--- src/rtl/bcd_disp_pkg.sv ---
// Shared constants and helpers for the BCD up/down counter and its 7-segment display.
package bcd_disp_pkg;

  // Active-low patterns, bit 0 = segment a .. bit 6 = segment g.
  localparam logic [6:0] SEG_0     = 7'h40;
  localparam logic [6:0] SEG_1     = 7'h79;
  localparam logic [6:0] SEG_2     = 7'h24;
  localparam logic [6:0] SEG_3     = 7'h30;
  localparam logic [6:0] SEG_4     = 7'h19;
  localparam logic [6:0] SEG_5     = 7'h12;
  localparam logic [6:0] SEG_6     = 7'h02;
  localparam logic [6:0] SEG_7     = 7'h78;
  localparam logic [6:0] SEG_8     = 7'h00;
  localparam logic [6:0] SEG_9     = 7'h10;
  localparam logic [6:0] SEG_BLANK = 7'h7F;

  function automatic logic [3:0] clamp_bcd(input logic [3:0] d);
    return (d > 4'd9) ? 4'd9 : d;
  endfunction

  function automatic logic [3:0] bcd_step(input logic [3:0] d, input logic up);
    if (up) return (d == 4'd9) ? 4'd0 : d + 4'd1;
    return (d == 4'd0) ? 4'd9 : d - 4'd1;
  endfunction

  // Counter width able to hold 0..n-1, never narrower than one bit.
  function automatic int cnt_width(input int n);
    return (n < 2) ? 1 : $clog2(n);
  endfunction

endpackage

--- src/rtl/bcd_digit.sv ---
// One BCD digit of the up/down counter; load has priority over counting.
module bcd_digit
  import bcd_disp_pkg::*;
(
  input  logic       clk,
  input  logic       reset,
  input  logic       en,
  input  logic       up,
  input  logic       load,
  input  logic [3:0] d,
  output logic [3:0] q,
  output logic       carry_out,
  output logic       borrow_out
);

  always_ff @(posedge clk) begin
    if (reset)     q <= 4'd0;
    else if (load) q <= clamp_bcd(d);
    else if (en)   q <= bcd_step(q, up);
  end

  // Indicates this digit rolls over on its next enabled step in the current direction.
  assign carry_out  = up & (q == 4'd9);
  assign borrow_out = ~up & (q == 4'd0);

endmodule

--- src/rtl/bcd_updown_counter_display.sv ---
// N-digit BCD up/down counter with manual/auto stepping and a multiplexed 7-segment driver.
module bcd_updown_counter_display
  import bcd_disp_pkg::*;
#(
  parameter int NDIGITS  = 4,
  parameter int CLK_HZ   = 50_000_000,
  parameter int AUTO_HZ  = 10,
  parameter int SCAN_HZ  = 1000,
  parameter int BLANK_LZ = 1
) (
  input  logic                   clk,
  input  logic                   reset,
  input  logic                   pulso,
  input  logic                   auto_mode,
  input  logic                   up,
  input  logic                   wrap_en,
  input  logic                   load,
  input  logic [4*NDIGITS-1:0]   load_val,
  output logic [4*NDIGITS-1:0]   count,
  output logic                   at_limit,
  output logic [NDIGITS-1:0]     an,
  output logic [6:0]             segs
);

  localparam int TICK_DIV = CLK_HZ / AUTO_HZ;
  localparam int SLOT_DIV = CLK_HZ / (SCAN_HZ * NDIGITS);
  localparam int TW = cnt_width(TICK_DIV);
  localparam int SW = cnt_width(SLOT_DIV);
  localparam int IW = cnt_width(NDIGITS);
  localparam logic [4*NDIGITS-1:0] ALL9 = {NDIGITS{4'h9}};

  logic sync1, sync2, sync3, step;
  logic [TW-1:0] tdiv;
  logic tick, ev, ev_eff, at_end;
  logic [NDIGITS-1:0] cy, bw, chain, blank;
  logic [4*NDIGITS-1:0] cnt_next;
  logic [SW-1:0] sdiv;
  logic [IW-1:0] idx;
  logic scan_pulse, upper_zero, acc;
  logic [3:0] cur_digit;
  logic [6:0] seg_dec;

  always_ff @(posedge clk) begin
    if (reset) {sync3, sync2, sync1} <= 3'b000;
    else       {sync3, sync2, sync1} <= {sync2, sync1, pulso};
  end
  assign step = sync2 & ~sync3;

  // Held at zero outside auto mode so the first tick is a full period after entry.
  always_ff @(posedge clk) begin
    if (reset || !auto_mode)            tdiv <= '0;
    else if (tdiv == TW'(TICK_DIV - 1)) tdiv <= '0;
    else                                tdiv <= tdiv + TW'(1);
  end
  assign tick = auto_mode && (tdiv == TW'(TICK_DIV - 1));
  assign ev   = auto_mode ? tick : step;

  always_comb begin
    acc   = 1'b1;
    chain = '0;
    for (int k = 0; k < NDIGITS; k++) begin
      chain[k] = acc;
      acc      = acc & (cy[k] | bw[k]);
    end
    at_end = acc;
  end
  assign ev_eff = ev & (wrap_en | ~at_end);

  for (genvar k = 0; k < NDIGITS; k++) begin : g_digit
    bcd_digit u_digit (
      .clk        (clk),
      .reset      (reset),
      .en         (ev_eff & chain[k]),
      .up         (up),
      .load       (load),
      .d          (load_val[4*k +: 4]),
      .q          (count[4*k +: 4]),
      .carry_out  (cy[k]),
      .borrow_out (bw[k])
    );
  end

  // Mirror of the value the digits take on this edge, used only for the limit flag.
  always_comb begin
    cnt_next = count;
    for (int k = 0; k < NDIGITS; k++) begin
      if (load)                   cnt_next[4*k +: 4] = clamp_bcd(load_val[4*k +: 4]);
      else if (ev_eff && chain[k]) cnt_next[4*k +: 4] = bcd_step(count[4*k +: 4], up);
    end
  end

  always_ff @(posedge clk) begin
    if (reset) at_limit <= 1'b0;
    else       at_limit <= up ? (cnt_next == ALL9) : (cnt_next == '0);
  end

  assign scan_pulse = (sdiv == SW'(SLOT_DIV - 1));
  always_ff @(posedge clk) begin
    if (reset) begin
      sdiv <= '0;
      idx  <= '0;
    end else if (scan_pulse) begin
      sdiv <= '0;
      idx  <= (idx == IW'(NDIGITS - 1)) ? '0 : idx + IW'(1);
    end else begin
      sdiv <= sdiv + SW'(1);
    end
  end

  always_comb begin
    blank      = '0;
    upper_zero = 1'b1;
    for (int k = NDIGITS - 1; k > 0; k--) begin
      upper_zero = upper_zero & (count[4*k +: 4] == 4'd0);
      blank[k]   = (BLANK_LZ != 0) & upper_zero;
    end
  end

  assign cur_digit = count[4*int'(idx) +: 4];
  always_comb begin
    seg_dec = SEG_BLANK;
    case (cur_digit)
      4'd0:    seg_dec = SEG_0;
      4'd1:    seg_dec = SEG_1;
      4'd2:    seg_dec = SEG_2;
      4'd3:    seg_dec = SEG_3;
      4'd4:    seg_dec = SEG_4;
      4'd5:    seg_dec = SEG_5;
      4'd6:    seg_dec = SEG_6;
      4'd7:    seg_dec = SEG_7;
      4'd8:    seg_dec = SEG_8;
      4'd9:    seg_dec = SEG_9;
      default: seg_dec = SEG_BLANK;
    endcase
  end

  // Enables and segments share one register stage so a digit never shows its neighbour's pattern.
  always_ff @(posedge clk) begin
    if (reset) begin
      an   <= '1;
      segs <= SEG_BLANK;
    end else begin
      an   <= ~(NDIGITS'(1) << idx);
      segs <= blank[idx] ? SEG_BLANK : seg_dec;
    end
  end

endmodule
--- config.mk ---
export PLATFORM = sky130hd
export DESIGN_NAME = bcd_updown_counter_display
export DESIGN_NICKNAME = d
export VERILOG_FILES = /design/src/rtl/bcd_disp_pkg.sv /design/src/rtl/bcd_digit.sv /design/src/rtl/bcd_updown_counter_display.sv
export SDC_FILE = /design/constraint.sdc
export NUM_CORES = 1
export LEC_CHECK = 0
export ABC_CLOCK_PERIOD_IN_PS = 2790
export BUFFER_PORTS_ARGS = -buffer_cell sky130_fd_sc_hd__buf_4
export CORE_MARGIN = 4
export CORE_UTILIZATION = 45
export CTS_CLUSTER_SIZE = 16
export DETAILED_ROUTE_END_ITERATION = 12
export GPL_TIMING_DRIVEN = 0
export PLACE_DENSITY_LB_ADDON = 0.1
export SLEW_MARGIN = 20
export SYNTH_ARGS = -nofsm -noshare
export SYNTH_HDL_FRONTEND = slang
export SYNTH_SLANG_ARGS = --single-unit
--- constraint.sdc ---
create_clock -name clk -period 2.79 [get_ports clk]
set_input_delay 0 -clock clk [delete_from_list [all_inputs] [get_ports clk]]
set_output_delay 0 -clock clk [all_outputs]
set_load 0.005 [all_outputs]
==> impl_metrics.ini <==
[timing]
clock.fmax_mhz = 346
grt_setup_unrepaired = yes
slew_headroom = 0.492
final.setup_skew_ns = 0.00853
finalCriticalPeriod_ns = 2.89
post-route-worst-setup-slack_ns = -0.0986
finalCritPeriodShare = 1.04
worst_pin_slew_ns = 0.753
pins_over_slew_limit = 0
report.final.hold_viol_count = 0
final-setup-viol-count = 1

[logic_synthesis]
ys_types = 66
netlist_instances = 528
netlist_top_cells_area = sky130_fd_sc_hd__dfxtp_1, sky130_fd_sc_hd__nor2_1, sky130_fd_sc_hd__xor2_1
seq_area_frac_synth = 0.336
ys_dominant_reg_cell = sky130_fd_sc_hd__dfxtp_1
synth-warning-count = 0
post-synth-top-area-cell = sky130_fd_sc_hd__dfxtp_1
synth_top_area_frac = 0.336
number_of_synthesized_register_bits = 70
synth_enable_flop_cells = 0
syn-num-nets = 562
ys_async_sr_fraction = 0
mappedNetlistArea_sq_mm = 0.00417
post_synth.cell_area_avg_sq_um = 7.89

[route]
antenna_violating_nets_post_route = 0
vias_per_cell = 5.63
avgRoutedWirePerCell_microns = 15.7
via_total_after_detailed_routing = 4101
drtPass1Iterations = 5
wirelength_microns = 11400
drc = 0
first_iter_violations = 237

[grt]
grtUsageTotal = 0.208
grt_pass1_vias = 3808
grt_antenna_before_repair = 0
pin_count_of_the_biggest_net_entering_global_routing = 14
grt_pass1_wl_microns = 18700
overflow = 0

[floorplan]
row_count = 34
io-pin-count = 51
die-area_sq_mm = 0.0109
start_util = 0.471
chipWidth_microns = 104
die_h_microns = 104
core_area_sq_mm = 0.00885

[cts]
clkSlewWorstSetupHoldPaths_ns = 0.08
cts.root.buffer_cell = sky130_fd_sc_hd__clkbuf_8
worstSkewPairLatency_ns = 0.35
clockBufferDepth = 2
numCtsBuffers = 9
clock_tree_from_tritoncts = yes
clkSinkCount = 70
cts_max_level = 3

[layout]
post_layout_nonfiller_instances = 728
post_route_cells_drive_above_1_share = 0.250
diode_count = 0
fin_area_sq_mm = 0.00548
fin_nets = 649
syn_to_final_growth_pct = 31.5

[status]
outcome = complete, but fails checks
failed_checks = setup timing

[worst_setup_path]
criticalPathCategory = register to register
critical_path.cell_chain = ha_4 > nand3_4 > or4_4 > o21bai_4 > a21boi_2 > o31ai_2 > nand4_1 > or3_4 > a2111oi_4
reg2reg_slack_ns = -0.1
setup.worst_path.start_class = register
cp.arrival_ns = 3.14
path_delay_family = simple AND/OR/NAND/NOR gates
cp.required_ns = 3.04
critPathSlowestCell = sky130_fd_sc_hd__or4_4
element_type_at_the_critical_path_end = register
timing.critical_path.fanout_max = 6
worst_r2r_startpoint = tdiv[1]
slowest_delay_ns = 0.52
timing.critical_path.buf_inv = 0
critPathLaunch = tdiv[1]

[flow_run]
cap_viol_max_count = 0

[pwr]
totalPowerFinal_mw = 2.52
vdd_drop_max_mv = 0.298
power.density_cell_area_mw_per_mm2 = 460
cellLeakagePower_nw = 2.00

[placed_design]
dp_cells = 684
finalWeightedCongestion = 0.928
dpl.hpwl_microns = 7960
post_dp_cell_area_sq_mm = 0.00469
io_buffers = 48

[hold_path]
hold_path_startpoint = load_val[15]
hp-class = input port to register
==> what timing repair did <==
action	CTS	global route
hold endpoints to repair	10	0
cloned	0	0
hold buffers	11	0
gates resized for setup	11	52
setup buffers	9	11
setup endpoints to repair	2	1
pin swaps	10	23
==> registers in the layout (all words and copies together) (netlist names) <==
| name | cells |
|---|---|
| sync3 | 1 |
| an | 4 |
| g_digit.u_digit.q | 16 |
| idx | 2 |
| segs | 7 |
| at_limit | 1 |
| tdiv | 23 |
| sdiv | 14 |
| sync2 | 1 |
| sync1 | 1 |
==> power by group <==
group	leakage (nW)	switching [mW]	total [mW]	internal, mW
clock	0.120	0.415	1.01	0.599
combinational	1.31	0.254	0.448	0.194
sequential	0.572	0.0291	1.06	1.03
total	2.00	0.698	2.52	1.82
==> stage by stage <==
step                setup slack [ns]  utilization  hold slack [ns]  setup TNS, ns
floorplan                     0.0207            -            0.105              0
global placement              -0.443        0.530            0.219         -0.443
detailed placement            -0.423        0.530            0.220         -0.423
CTS                           -0.178        0.583          0.00718         -0.178
global route                  -0.203        0.619           0.0272         -0.218
finish                       -0.0986        0.619           0.0454        -0.0986
==> per-layer routing <==
layer | vias to the layer above | track usage | wire length (microns)
met5 | - | 0 | 0
met4 | 0 | 0.0665 | 262
met3 | 21 | 0.0428 | 645
met2 | 144 | 0.323 | 5100
met1 | 1895 | 0.290 | 5390
li1 | 2041 | - | -
==> path summary, 6_finish.rpt <==
kind / depth (start not counted) / end
setup reg to reg: 9 / at_limit
hold / removal: 4 / g_digit[3].u_digit.q[2]
hold reg to reg: 1 / sync2
setup / recovery: 9 / at_limit
==> cells in the mapped netlist, drive strengths merged, types with 3 or more instances <==
cell,instances
nor2b,4
nand4,11
nand2,42
and3,12
or3,10
nor2,75
and2,8
a211oi,3
o31ai,9
o21ai,38
nor3b,4
dfxtp,70
inv,20
nor3,14
o21a,5
mux4,4
a21boi,4
or2,3
clkbuf,21
nand3b,8
ha,11
nand3,28
buf,10
a31oi,4
xor2,21
mux2i,8
nor4,13
a21oi,22
o22ai,4
o31a,3
xnor2,14
==> logic make-up after synthesis <==
group,after synthesis,synth area share
fa+ha+maj,11,0.0330
xor+xnor,35,0.0736
compound gates,109,0.170
buf+inv,52,0.0511
simple gates,239,0.295
mux,12,0.0409
flops,70,0.336
==> placed cells by master (no fill, tap or decap), types with 3 or more instances in the layout <==
cell / n
sky130_fd_sc_hd__nand3b_1: 8
sky130_fd_sc_hd__dlygate4sd3_1: 11
sky130_fd_sc_hd__clkbuf_2: 5
sky130_fd_sc_hd__o21ai_0: 34
sky130_fd_sc_hd__o31ai_2: 5
sky130_fd_sc_hd__nor4_4: 6
sky130_fd_sc_hd__mux4_2: 4
sky130_fd_sc_hd__nor2b_1: 4
sky130_fd_sc_hd__dfxtp_1: 68
sky130_fd_sc_hd__nor2_1: 72
sky130_fd_sc_hd__and2_1: 7
sky130_fd_sc_hd__clkbuf_8: 9
sky130_fd_sc_hd__o22ai_1: 3
sky130_fd_sc_hd__bufinv_16: 3
sky130_fd_sc_hd__nor4_1: 6
sky130_fd_sc_hd__o31ai_4: 3
sky130_fd_sc_hd__o21ai_2: 3
sky130_fd_sc_hd__nand4_1: 9
sky130_fd_sc_hd__and3_1: 11
sky130_fd_sc_hd__nand3_1: 26
sky130_fd_sc_hd__inv_1: 20
sky130_fd_sc_hd__nor3b_1: 4
sky130_fd_sc_hd__a21oi_1: 22
sky130_fd_sc_hd__xnor2_1: 14
sky130_fd_sc_hd__o21a_1: 5
sky130_fd_sc_hd__a21boi_2: 3
sky130_fd_sc_hd__mux2i_1: 7
sky130_fd_sc_hd__a31oi_1: 3
sky130_fd_sc_hd__a211oi_1: 3
sky130_fd_sc_hd__clkbuf_1: 13
sky130_fd_sc_hd__or2_2: 3
sky130_fd_sc_hd__nor3_1: 8
sky130_fd_sc_hd__buf_2: 7
sky130_fd_sc_hd__ha_1: 10
sky130_fd_sc_hd__xor2_1: 21
sky130_fd_sc_hd__buf_4: 68
sky130_fd_sc_hd__nor3_2: 4
sky130_fd_sc_hd__nand2_1: 40
sky130_fd_sc_hd__or3_1: 9
sky130_fd_sc_hd__o31a_1: 3
==> area by class of cell <==
type,count,area (sq um)
multi-input combinational,406,2870
clock buffer,9,124
sequential,70,1400
tap,108,135
clock inverter,7,120
buffer,28,128
timing repair buffer,79,621
fill,790,3370
inverter,21,78.8
==> tightest hold or removal path, stage by stage <==
cell and delay, ns:
sky130_fd_sc_hd__buf_4 0.11, sky130_fd_sc_hd__o21ai_0 0.10, sky130_fd_sc_hd__o31ai_2 0.10, sky130_fd_sc_hd__nor2_1 0.05
Power figures use the tool's default switching activity.
